--- src/rtl/i2c_target.sv ---
// ---------------------------------------------------------------------------
// i2c_target -- I2C target (slave) exposing an 8-bit register pointer and a
// one-cycle read/write strobe interface to the surrounding fabric.
//
// Ports:
//   CK         single clock, all logic on the rising edge
//   SR         synchronous active-high reset
//   SCL_I      bus clock from the pad buffer output
//   SDA_I      bus data from the pad buffer output
//   SDA_OE     1 = pull SDA low (pad input tied 0), 0 = release
//   REG_ADDR   register pointer presented to the fabric
//   REG_WDATA  write data, valid while REG_WE = 1
//   REG_WE     one-CK write strobe
//   REG_RE     one-CK read strobe
//   REG_RDATA  read data from the fabric, captured the CK after REG_RE
//   BUSY       high from START to STOP, addressed or not
// ---------------------------------------------------------------------------
module i2c_target #(
  parameter logic [6:0] DEV_ADDR    = 7'h42,
  parameter int         SYNC_STAGES = 2
) (
  input  logic       CK,
  input  logic       SR,
  input  logic       SCL_I,
  input  logic       SDA_I,
  output logic       SDA_OE,
  output logic [7:0] REG_ADDR,
  output logic [7:0] REG_WDATA,
  output logic       REG_WE,
  output logic       REG_RE,
  input  logic [7:0] REG_RDATA,
  output logic       BUSY
);

  typedef enum logic [3:0] {
    IDLE, ADDR, ADDR_ACK, PTR, WDATA, WACK, RDATA, RACK, IGNORE
  } state_t;

  // Bus input synchronizers plus one extra flop each for edge detection.
  logic [SYNC_STAGES-1:0] scl_sync_reg, sda_sync_reg;
  logic                   scl_prev_reg, sda_prev_reg;
  logic                   scl_s, sda_s;
  logic                   scl_rise, scl_fall, start_det, stop_det;

  always_ff @(posedge CK) begin
    if (SR) begin
      scl_sync_reg <= '1;
      sda_sync_reg <= '1;
      scl_prev_reg <= 1'b1;
      sda_prev_reg <= 1'b1;
    end else begin
      scl_sync_reg <= {scl_sync_reg[SYNC_STAGES-2:0], SCL_I};
      sda_sync_reg <= {sda_sync_reg[SYNC_STAGES-2:0], SDA_I};
      scl_prev_reg <= scl_s;
      sda_prev_reg <= sda_s;
    end
  end

  assign scl_s     = scl_sync_reg[SYNC_STAGES-1];
  assign sda_s     = sda_sync_reg[SYNC_STAGES-1];
  assign scl_rise  = scl_s & ~scl_prev_reg;
  assign scl_fall  = ~scl_s & scl_prev_reg;
  // SDA may only move while SCL is low, so an SDA edge with SCL held high
  // on both samples is a START/STOP condition.
  assign start_det = scl_s & scl_prev_reg & sda_prev_reg & ~sda_s;
  assign stop_det  = scl_s & scl_prev_reg & ~sda_prev_reg & sda_s;

  state_t      state_reg, state_next;
  logic [3:0]  cnt_reg, cnt_next;       // SCL rising edges seen in this byte
  logic [7:0]  shift_reg, shift_next;   // receive byte, or transmit byte (MSB on bus)
  logic        sda_oe_reg, sda_oe_next;
  logic [7:0]  addr_reg, addr_next;
  logic [7:0]  wdata_reg, wdata_next;
  logic        we_reg, we_next;
  logic        re_reg, re_next;
  logic        is_ptr_reg, is_ptr_next; // current WACK acknowledges the pointer byte
  logic        nack_reg, nack_next;     // controller response in RACK

  always_ff @(posedge CK) begin
    if (SR) begin
      state_reg  <= IDLE;
      cnt_reg    <= 4'd0;
      shift_reg  <= 8'h00;
      sda_oe_reg <= 1'b0;
      addr_reg   <= 8'h00;
      wdata_reg  <= 8'h00;
      we_reg     <= 1'b0;
      re_reg     <= 1'b0;
      is_ptr_reg <= 1'b0;
      nack_reg   <= 1'b1;
    end else begin
      state_reg  <= state_next;
      cnt_reg    <= cnt_next;
      shift_reg  <= shift_next;
      sda_oe_reg <= sda_oe_next;
      addr_reg   <= addr_next;
      wdata_reg  <= wdata_next;
      we_reg     <= we_next;
      re_reg     <= re_next;
      is_ptr_reg <= is_ptr_next;
      nack_reg   <= nack_next;
    end
  end

  always_comb begin
    state_next  = state_reg;
    cnt_next    = cnt_reg;
    shift_next  = shift_reg;
    sda_oe_next = sda_oe_reg;
    addr_next   = addr_reg;
    wdata_next  = wdata_reg;
    we_next     = 1'b0;
    re_next     = 1'b0;
    is_ptr_next = is_ptr_reg;
    nack_next   = nack_reg;

    if (start_det) begin
      // START or repeated START: the pointer is kept so a pointer write can
      // be followed by a read from that address.
      state_next  = ADDR;
      cnt_next    = 4'd0;
      sda_oe_next = 1'b0;
    end else if (stop_det) begin
      state_next  = IDLE;
      sda_oe_next = 1'b0;
    end else begin
      case (state_reg)
        ADDR, PTR, WDATA: begin
          if (scl_rise && cnt_reg < 4'd8) begin
            shift_next = {shift_reg[6:0], sda_s};
            cnt_next   = cnt_reg + 4'd1;
          end else if (scl_fall && cnt_reg == 4'd8) begin
            cnt_next = 4'd0;
            if (state_reg == ADDR) begin
              if (shift_reg[7:1] == DEV_ADDR) begin
                state_next  = ADDR_ACK;
                sda_oe_next = 1'b1;
              end else begin
                state_next  = IGNORE;
                sda_oe_next = 1'b0;
              end
            end else if (state_reg == PTR) begin
              addr_next   = shift_reg;
              is_ptr_next = 1'b1;
              state_next  = WACK;
              sda_oe_next = 1'b1;
            end else begin
              wdata_next  = shift_reg;
              we_next     = 1'b1;
              is_ptr_next = 1'b0;
              state_next  = WACK;
              sda_oe_next = 1'b1;
            end
          end
        end
        ADDR_ACK: begin
          if (scl_fall) begin
            sda_oe_next = 1'b0;
            cnt_next    = 4'd0;
            if (shift_reg[0]) begin
              state_next = RDATA;
              re_next    = 1'b1;
            end else begin
              state_next = PTR;
            end
          end
        end
        WACK: begin
          if (scl_fall) begin
            sda_oe_next = 1'b0;
            cnt_next    = 4'd0;
            state_next  = WDATA;
            if (!is_ptr_reg) addr_next = addr_reg + 8'd1;
          end
        end
        RDATA: begin
          if (re_reg) begin
            // Fabric data arrives the CK after the strobe; put the MSB out
            // while SCL is still low.
            shift_next  = REG_RDATA;
            sda_oe_next = ~REG_RDATA[7];
          end else if (scl_rise && cnt_reg < 4'd8) begin
            cnt_next = cnt_reg + 4'd1;
          end else if (scl_fall && cnt_reg == 4'd8) begin
            state_next  = RACK;
            sda_oe_next = 1'b0;
            cnt_next    = 4'd0;
          end else if (scl_fall && cnt_reg != 4'd0) begin
            shift_next  = {shift_reg[6:0], 1'b0};
            sda_oe_next = ~shift_reg[6];
          end
        end
        RACK: begin
          if (scl_rise) begin
            nack_next = sda_s;
          end else if (scl_fall) begin
            if (!nack_reg) begin
              state_next = RDATA;
              addr_next  = addr_reg + 8'd1;
              re_next    = 1'b1;
              cnt_next   = 4'd0;
            end else begin
              state_next = IGNORE;
            end
          end
        end
        default: sda_oe_next = 1'b0;  // IDLE, IGNORE
      endcase
    end
  end

  assign SDA_OE    = sda_oe_reg;
  assign REG_ADDR  = addr_reg;
  assign REG_WDATA = wdata_reg;
  assign REG_WE    = we_reg;
  assign REG_RE    = re_reg;
  assign BUSY      = (state_reg != IDLE);

endmodule
--- config.mk ---
export PLATFORM = sky130hd
export DESIGN_NAME = i2c_target
export DESIGN_NICKNAME = d
export VERILOG_FILES = /design/src/rtl/i2c_target.sv
export SDC_FILE = /design/constraint.sdc
export NUM_CORES = 1
export LEC_CHECK = 0
export ABC_AREA = 1
export BUFFER_PORTS_ARGS = -buffer_cell sky130_fd_sc_hd__clkbuf_2
export CORE_AREA = 3 3 78 80
export DETAILED_ROUTE_END_ITERATION = 8
export DIE_AREA = 0 0 81 83
export SYNTH_ARGS = -nofsm -noshare
export SYNTH_HDL_FRONTEND = slang
export SYNTH_SLANG_ARGS = --single-unit
--- constraint.sdc ---
create_clock -name CK -period 3.4 [get_ports CK]
set_input_delay 1.02 -clock CK [delete_from_list [all_inputs] [get_ports CK]]
set_output_delay 1.02 -clock CK [all_outputs]
set_load 0.01 [all_outputs]
==> results of run 1 <==
==> cells in the mapped netlist, drive strengths merged <==
| library cell | instances |
|---|---|
| nand2 | 94 |
| nor2 | 65 |
| dfxtp | 43 |
| inv | 41 |
| o21ai | 35 |
| nand3 | 32 |
| a21oi | 24 |
| nand3b | 9 |
| nor3 | 7 |
| or2 | 7 |
| buf | 6 |
| ha | 3 |
| nand4 | 3 |
| clkbuf | 2 |
| o211ai | 2 |
| a31oi | 1 |
| and2 | 1 |
| and3 | 1 |
| clkinv | 1 |
| o21bai | 1 |
==> final timing paths <==
kind	start	endpoint	slack, ps
min	sda_sync_reg[0]$_SDFF_PP1_	sda_sync_reg[1]$_SDFF_PP1_	410
max reg2reg	cnt_reg[0]$_SDFFE_PP0P_	REG_WDATA[6]$_SDFFE_PP0P_	1430
max	state_reg[1]$_SDFFE_PP0P_	BUSY	1290
min reg2reg	sda_sync_reg[0]$_SDFF_PP1_	sda_sync_reg[1]$_SDFF_PP1_	410
==> stage by stage <==
| stage | hold slack, ps | utilization (%) |
|---|---|---|
| 4_1_cts | 414 | 49.9 |
| 3_3_place_gp | 391 | 48.2 |
| 2_1_floorplan | 389 | - |
| 6_report | 413 | 49.9 |
| 5_1_grt | 437 | 49.9 |
| 3_5_place_dp | 392 | 48.2 |
==> power by group through the flow <==
stage	Sequential, mW	Combinational, mW	Clock, mW
2_1_floorplan	0.688	0.747	0
3_3_place_gp	0.707	0.919	0
3_5_place_dp	0.710	0.924	0
4_1_cts	0.699	0.928	0.343
5_1_grt	0.712	1.06	0.370
6_report	0.699	0.931	0.335
==> cells by family after synthesis <==
logic type	Yosys count	synth area share (%)
and+or+nand+nor	219	41.0
AOI/OAI and AO/OA	63	13.6
buffers and inverters	50	8.73
DFF	43	35.1
adders and majority gates	3	1.53
==> metal layers <==
| metal | track usage, % | share of wire, % | vias to the layer above |
|---|---|---|---|
| met1 | 28.9 | 52 | 1095 |
| li1 | - | - | 1274 |
| met2 | 27.3 | 43 | 42 |
| met3 | 3.69 | 3.8 | 10 |
| met5 | 0 | 0 | - |
| met4 | 5.07 | 1.3 | 0 |
==> layout make-up <==
class,instances,share of cell area (%)
multi-input combinational,285,50.4
clock buffer,5,2.52
clock inverter,3,0.734
tap,72,3.30
sequential,43,31.5
timing repair buffer,31,5.69
inverter,42,5.82
==> results.toml, run 1 <==
[critical_path]
critPathLaunchType = "flip-flop"
critical_path_required_ps = 2380
crit_family = "flip-flops"
reg2reg_depth = 9
crit_chain = "nor2_1 -> nand2_1 -> clkbuf_2"
crit_arrival_ps = 1090
slowest_stage = "dfxtp_1"
cp_num_buf_inv = 1
worstSetupPathType = "flip-flop to output pin"
critical_path.max_fanout = 7
cp-end-kind = "output pin"
path_depth = 3
critPathMaxStageDelay_ps = 480

[clock_network]
cts_resized = 0
clkTransAtPathRegs_ps = 90
post-cts-setup-buffers = 0
cts.htree.levels = 2
clock_path_buffers = 2
clkLatencyLatePin_ps = 300
numCtsBuffers = 5
cts_sinks = 43
cts_tree = "built"
ctsRootBufferMaster = "clkbuf_8"
postCtsHoldBufs = 0

[layout]
fin_nets = 423
final_area_um2 = 2730
fin_cells = 481
final_common_cell = "nand2_1"
diodes = 0
multiInputGateArea_um2 = 1380
regArea_um2 = 861
nFillCells = 579
final_cell_mix = "91 x nand2_1, 59 x nor2_1, 43 x dfxtp_1"
syn_to_final_growth_pct = 11.4
drive_above_1_share_pct = 16.6

[synthesis]
synth_cells = 378
synth.area.top_cells = "dfxtp_1 35%, nand2_1 14%, nor2_1 9.0%"
yosysSeqAreaShare_pct = 35.1
synth.distinct_cells = 31
yosysWarnings = 0
syn_area_per_cell_um2 = 6.48
ys_ff_latch = 43
syn_area_um2 = 2450
synth.net_count = 393
synth_area_leader_cell = "dfxtp_1"
synth_top_cell_area_share_pct = 35.1

[sta]
post-route-min-period_ps = 2110
grt_setup_unrepaired = "no"
hold_violations = 0
tns_ps = 0
fin_ws_ps = 1290
relSlewSlack_pct = 49.9
setup_viol_count_final = 0
slew_viol_final = 0
fin_worst_skew_ps = 7.54
post-route-period-util_pct = 62.0
worst_pin_slew_ps = 751
fmax_ghz = 0.474

[placed_design]
io_buffers = 31
dpl_cell_area_um2 = 2640
dp_hpwl_mm = 4.49
dp.cells = 473
dp_slack_ps = 1180
place_congestion = 0.858

[run]
drv_cap = 0

[global_route]
track_usage_pct = 19.1
antenna_found_initial = 0
grt_max_degree = 27
grt_pass1_wl_mm = 10.3
grt_remaining_overflow = 0
grt_pass1_vias = 2159

[power]
leakage_nw = 1.30
seq_power_share_pct = 35.6
power.total_mw = 1.97
pwr-share-comb_pct = 47.4
switching_share_pct = 45.8
p_switching_uw = 901
p_int_mw = 1.06
pwr-share-clk_pct = 17.1
vdd_ir_drop_max_mv = 0.300
powerDensity_nw_per_um2 = 720

[floorplanning]
dieArea_um2 = 6720
fp.dieH_um = 83
pin_count = 32
core-area_um2 = 5470
die_x_um = 81
initial_core_util_pct = 44.8
std_cell_rows = 27

[route]
viasPerCell = 5.03
drt_iter0_drc = 137
ant_nets = 0
routedWlPerCell_um = 12.5
num_vias = 2421
drc = 0
dr.pass1.iters = 4
wl_mm = 6.02

[status]
status = "complete, no violations"

[min_path]
hold_class = "flip-flop to flip-flop"
hold_path_depth = 1
Note: power is estimated with default switching activity, not from simulation.
==> run 2: changes to the inputs <==
Settings changed: PLACE_DENSITY set to 0.66.
Clock period 3.4 ns to 1.7 ns, I/O delays scaled along.
==> run 2 against run 1 <==
  * Hold slack worse by 24 ps
  * Worst setup slack worse by 1200 ps
  * Highest routed layer unchanged
  * Sequential share of layout area is 2.6 points lower
  * Core utilization is 5.0 points higher
==> results.toml, run 2 (same netlist as run 1, synthesis figures left out) <==
[status]
status = "complete, no violations"

[floorplanning]
fp.dieH_um = 83
die_x_um = 81
pin_count = 32
initial_core_util_pct = 44.8
std_cell_rows = 27
dieArea_um2 = 6720
core-area_um2 = 5470

[sta]
relSlewSlack_pct = 75.9
slew_viol_final = 0
post-route-min-period_ps = 1600
setup_viol_count_final = 0
fin_worst_skew_ps = 8.79
fmax_ghz = 0.625
grt_setup_unrepaired = "yes"
post-route-period-util_pct = 94.1
worst_pin_slew_ps = 360
hold_violations = 0

[layout]
diodes = 0
syn_to_final_growth_pct = 22.5
drive_above_1_share_pct = 24.1
final_common_cell = "nand2_1"
final_area_um2 = 3000
utilization_pct = 54.8
final_cell_mix = "88 x nand2_1, 57 x nor2_1, 36 x dfxtp_1"
fin_nets = 442

[critical_path]
worstSetupPathType = "flip-flop to output pin"
cp-end-kind = "output pin"
critical_path.max_fanout = 4
crit_chain = "nor2_1 -> nand2_1 -> clkbuf_2"
crit_start = "state_reg[3]$_SDFFE_PP0P_"
crit_arrival_ps = 1090
slowest_stage = "dfxtp_2"
r2r_start = "cnt_reg[1]$_SDFFE_PP0P_"
critPathMaxStageDelay_ps = 360
critical_path_required_ps = 1190
critPathLaunchType = "flip-flop"

[clock_network]
clkLatencyLatePin_ps = 300
cts_sinks = 43
cts_tree = "built"
ctsRootBufferMaster = "clkbuf_8"
numCtsBuffers = 5
clock_path_buffers = 2
clkTransAtPathRegs_ps = 90
cts.htree.levels = 2

[placed_design]
io_buffers = 31
place_congestion = 0.927
dpl_cell_area_um2 = 2830
dp_hpwl_mm = 4.70

[power]
leakage_nw = 1.41
powerDensity_nw_per_um2 = 1430
vdd_ir_drop_max_mv = 0.859

[route]
drt_iter0_drc = 174
wl_mm = 6.21
dr.pass1.iters = 4
num_vias = 2547
viasPerCell = 5.09
ant_nets = 0
routedWlPerCell_um = 12.4
drc = 0

[global_route]
track_usage_pct = 19.5
grt_pass1_wl_mm = 10.5
grt_remaining_overflow = 0
grt_pass1_vias = 2250
grt_max_degree = 27
antenna_found_initial = 0

[run]
drv_cap = 0

[min_path]
hold_path_startpoint = "SDA_I"
hold_class = "input pin to flip-flop"
## run 2: per-stage QoR
step / setup slack (ps) / power [mW] / cells / hold slack (ps) / TNS [ps]
finish: 99.9 / 4.28 / 500 / 389 / 0
global route: -35.1 / 4.66 / 500 / 385 / -161
CTS: 17.2 / 4.18 / 499 / 377 / 0
detailed placement: -48.9 / 3.45 / 490 / 396 / -114
global placement: 30.1 / 3.43 / 490 / 391 / 0
floorplan: 186 / 2.87 / 378 / 389 / 0
## run 2: path summary, 6_finish.rpt
kind	endpoint	slack, ps	cells after the start
max	BUSY	100	3
min	sda_sync_reg[0]$_SDFF_PP1_	390	2
max reg2reg	REG_WDATA[7]$_SDFFE_PP0P_	110	10
min reg2reg	sda_sync_reg[1]$_SDFF_PP1_	410	1
## run 2: cell type report
type                       count  area, µm²
inverter                      42        159
clock inverter                 3       23.8
fill                         554       2470
multi-input combinational    286       1440
clock buffer                   5       68.8
tap                           72       90.1
sequential                    43        870
timing repair buffer          49        353
## run 2: worst max-delay path: cells and delay by family (launching register included)
| family | cells | cell delay [ps] |
|---|---|---|
| flip-flops | 1 | 360 |
| AND/OR/NAND/NOR | 2 | 300 |
| buffers and inverters | 1 | 130 |
## run 2: what timing repair did
action / CTS / global route
hold buffers: 0 / 0
cloned: 1 / 0
buffers inserted: 0 / 1
pin swaps: 1 / 2
gates resized for setup: 2 / 21
setup endpoints to repair: 5 / 32
## run 2: per-layer routing
layer | vias up | part of all wire (%) | GRT usage, %
met2 | 62 | 47 | 29.8
met5 | - | 0 | 0
met1 | 1156 | 46 | 28.2
met4 | 0 | 0.98 | 4.76
li1 | 1322 | - | -
met3 | 7 | 5.8 | 3.36
## run 2: power breakdown
group,leakage (nW),switching [mW],internal [mW]
clock network,0.0408,0.393,0.294
registers,0.352,0.210,1.20
logic,1.02,1.34,0.849
==> run 3: changes to the inputs <==
Settings changed: CORE_AREA 3 3 78 80 to 3 3 88 90, DIE_AREA 0 0 81 83 to 0 0 91 93, PLACE_DENSITY 0.66 to unset, TNS_END_PERCENT set to 50.
Clock period 1.7 ns to 1.39 ns, I/O delays scaled along.
==> run 3 against run 2 <==
  * The run now ends with setup timing left
  * Via count up 7.1%
  * Hold slack got worse by 99 ps
  * Non-clock buffer count grew 45
  * Highest routed layer unchanged
  * First-iteration DRC count is 22% lower
  * Worst setup slack got worse by 260 ps
  * Global-route usage decreased by 2.5 points
  * Design area up 23%
  * Critical path depth is 2 higher
  * Flip-flop and latch count unchanged
  * Clock-buffer cell count is the same
==> results.toml, run 3 (same netlist as run 1, synthesis figures left out) <==
[sta]
post-route-min-period_ps = 1550
tns_ps = -2440
worst_pin_slew_ps = 374
setup_viol_count_final = 31
post-route-period-util_pct = 111
slew_viol_final = 0
fin_ws_ps = -158
grt_setup_unrepaired = "yes"
fmax_ghz = 0.646
relSlewSlack_pct = 74.9
fin_worst_skew_ps = 8.06
hold_violations = 0

[layout]
final_common_cell = "nand2_1"
final_area_um2 = 3700
utilization_pct = 51.9
drive_above_1_share_pct = 43.8
regArea_um2 = 887
syn_to_final_growth_pct = 51.1
final_cell_mix = "72 x nand2_1, 49 x buf_4, 42 x nor2_1"
multiInputGateArea_um2 = 1670
nFillCells = 720
diodes = 0
fin_nets = 487
fin_cells = 572

[floorplanning]
initial_core_util_pct = 34.3
std_cell_rows = 31
dieArea_um2 = 8460
die_x_um = 91
pin_count = 32
core-area_um2 = 7140
fp.dieH_um = 93

[power]
powerDensity_nw_per_um2 = 1770
leakage_nw = 1.71
vdd_ir_drop_max_mv = 0.686

[critical_path]
critical_path_required_ps = 970
crit_chain = "buf_6 -> nor2_4 -> buf_6 -> nand2_2 -> clkbuf_2"
critPathMaxStageDelay_ps = 360
cp-end-kind = "output pin"
path_depth = 5
critical_path.max_fanout = 3
reg2reg_depth = 11
critPathLaunchType = "flip-flop"
rrSetupSlack_ps = -130
crit_top_cell = "buf_6"
crit_family = "flip-flops"
worstSetupPathType = "flip-flop to output pin"
crit_arrival_ps = 1130
cp_num_buf_inv = 3
slowest_stage = "dfxtp_4"

[clock_network]
cts.htree.levels = 2
cts_sinks = 43
numCtsBuffers = 5
ctsRootBufferMaster = "clkbuf_8"
cts_tree = "built"
clkLatencyLatePin_ps = 310
postCtsHoldBufs = 0
clkTransAtPathRegs_ps = 90
clock_path_buffers = 2

[route]
drt_iter0_drc = 136
num_vias = 2729
drc = 0
routedWlPerCell_um = 12.8
wl_mm = 7.29
dr.pass1.iters = 4
viasPerCell = 4.77
ant_nets = 0

[run]
drv_cap = 0

[min_path]
hold_path_depth = 2
hold_class = "input pin to flip-flop"

[global_route]
grt_use_met1_pct = 21.7
grt_pass1_wl_mm = 11.7
grt_use_met2_pct = 28.8
grt_busiest_layer = "met2"
grt_use_met3_pct = 3.14
track_usage_pct = 17.0
antenna_found_initial = 0
grt_max_degree = 27
grt_pass1_vias = 2554
grt_remaining_overflow = 0

[placed_design]
dpl_cell_area_um2 = 3190
dp_hpwl_mm = 5.22
place_congestion = 0.917
dp.cells = 558
io_buffers = 31
dp_slack_ps = -230

[status]
violations = "setup timing"
status = "complete, but fails checks"
run 3: cell count changes in the layout (fill, tap and decap cells not counted), moves of 9 or more:
cell	change
buf_4	+36
nand2_1	-16
nor2_1	-15
nand2_2	+10
inv_1	-9
nor2_2	+9
o21ai_0	-9
run 3: final timing paths:
kind	from	to
setup / recovery	state_reg[1]$_SDFFE_PP0P_	BUSY
hold / removal	SDA_I	sda_sync_reg[0]$_SDFF_PP1_
setup reg to reg	cnt_reg[1]$_SDFFE_PP0P_	REG_ADDR[4]$_SDFFE_PP0P_
hold reg to reg	sda_sync_reg[0]$_SDFF_PP1_	sda_sync_reg[1]$_SDFF_PP1_
run 3: cell type report:
type / count / area share, %
multi-input cells: 286 / 45.2
flip-flops and latches: 43 / 24.0
repair buffers: 94 / 19.9
clock buffers: 5 / 1.86
well taps: 99 / 3.35
clock inverters: 3 / 1.18
inverters: 42 / 4.49
run 3: metal layers:
metal,vias up,wire length [µm]
li1,1407,-
met1,1266,3370
met2,46,3590
met3,10,236
met4,0,99
met5,-,0
run 3: timing repair:
item                                    CTS  global route
gates resized for setup                  58            50
pin swaps                                10            19
endpoints found under the setup margin   38            38
buffers inserted                          4             0
gates cloned                              1             1
run 3: worst reg2reg max path, cell delays in order, from the launching register on:
cell	delay, ps
dfxtp_2	330
inv_2	70
ha_4	140
nand2_2	50
inv_2	70
nand3_4	130
nand2_4	130
nand3_4	100
nor2_4	200
inv_4	80
nor2_2	80
nor2_1	40
run 3: power by group:
part / switching, mW / internal [mW] / leakage (nW)
Clock: 0.479 / 0.536 / 0.0581
Combinational: 2.07 / 1.70 / 1.30
Sequential: 0.283 / 1.48 / 0.354
Total: 2.83 / 3.72 / 1.71
run 3: per-stage QoR:
| step | hold WS, ps | total power, mW |
|---|---|---|
| 6_report | 290 | 6.55 |
| 5_1_grt | 287 | 7.05 |
| 4_1_cts | 284 | 6.24 |
| 3_5_place_dp | 396 | 4.69 |
| 3_3_place_gp | 392 | 4.66 |
| 2_1_floorplan | 389 | 3.57 |
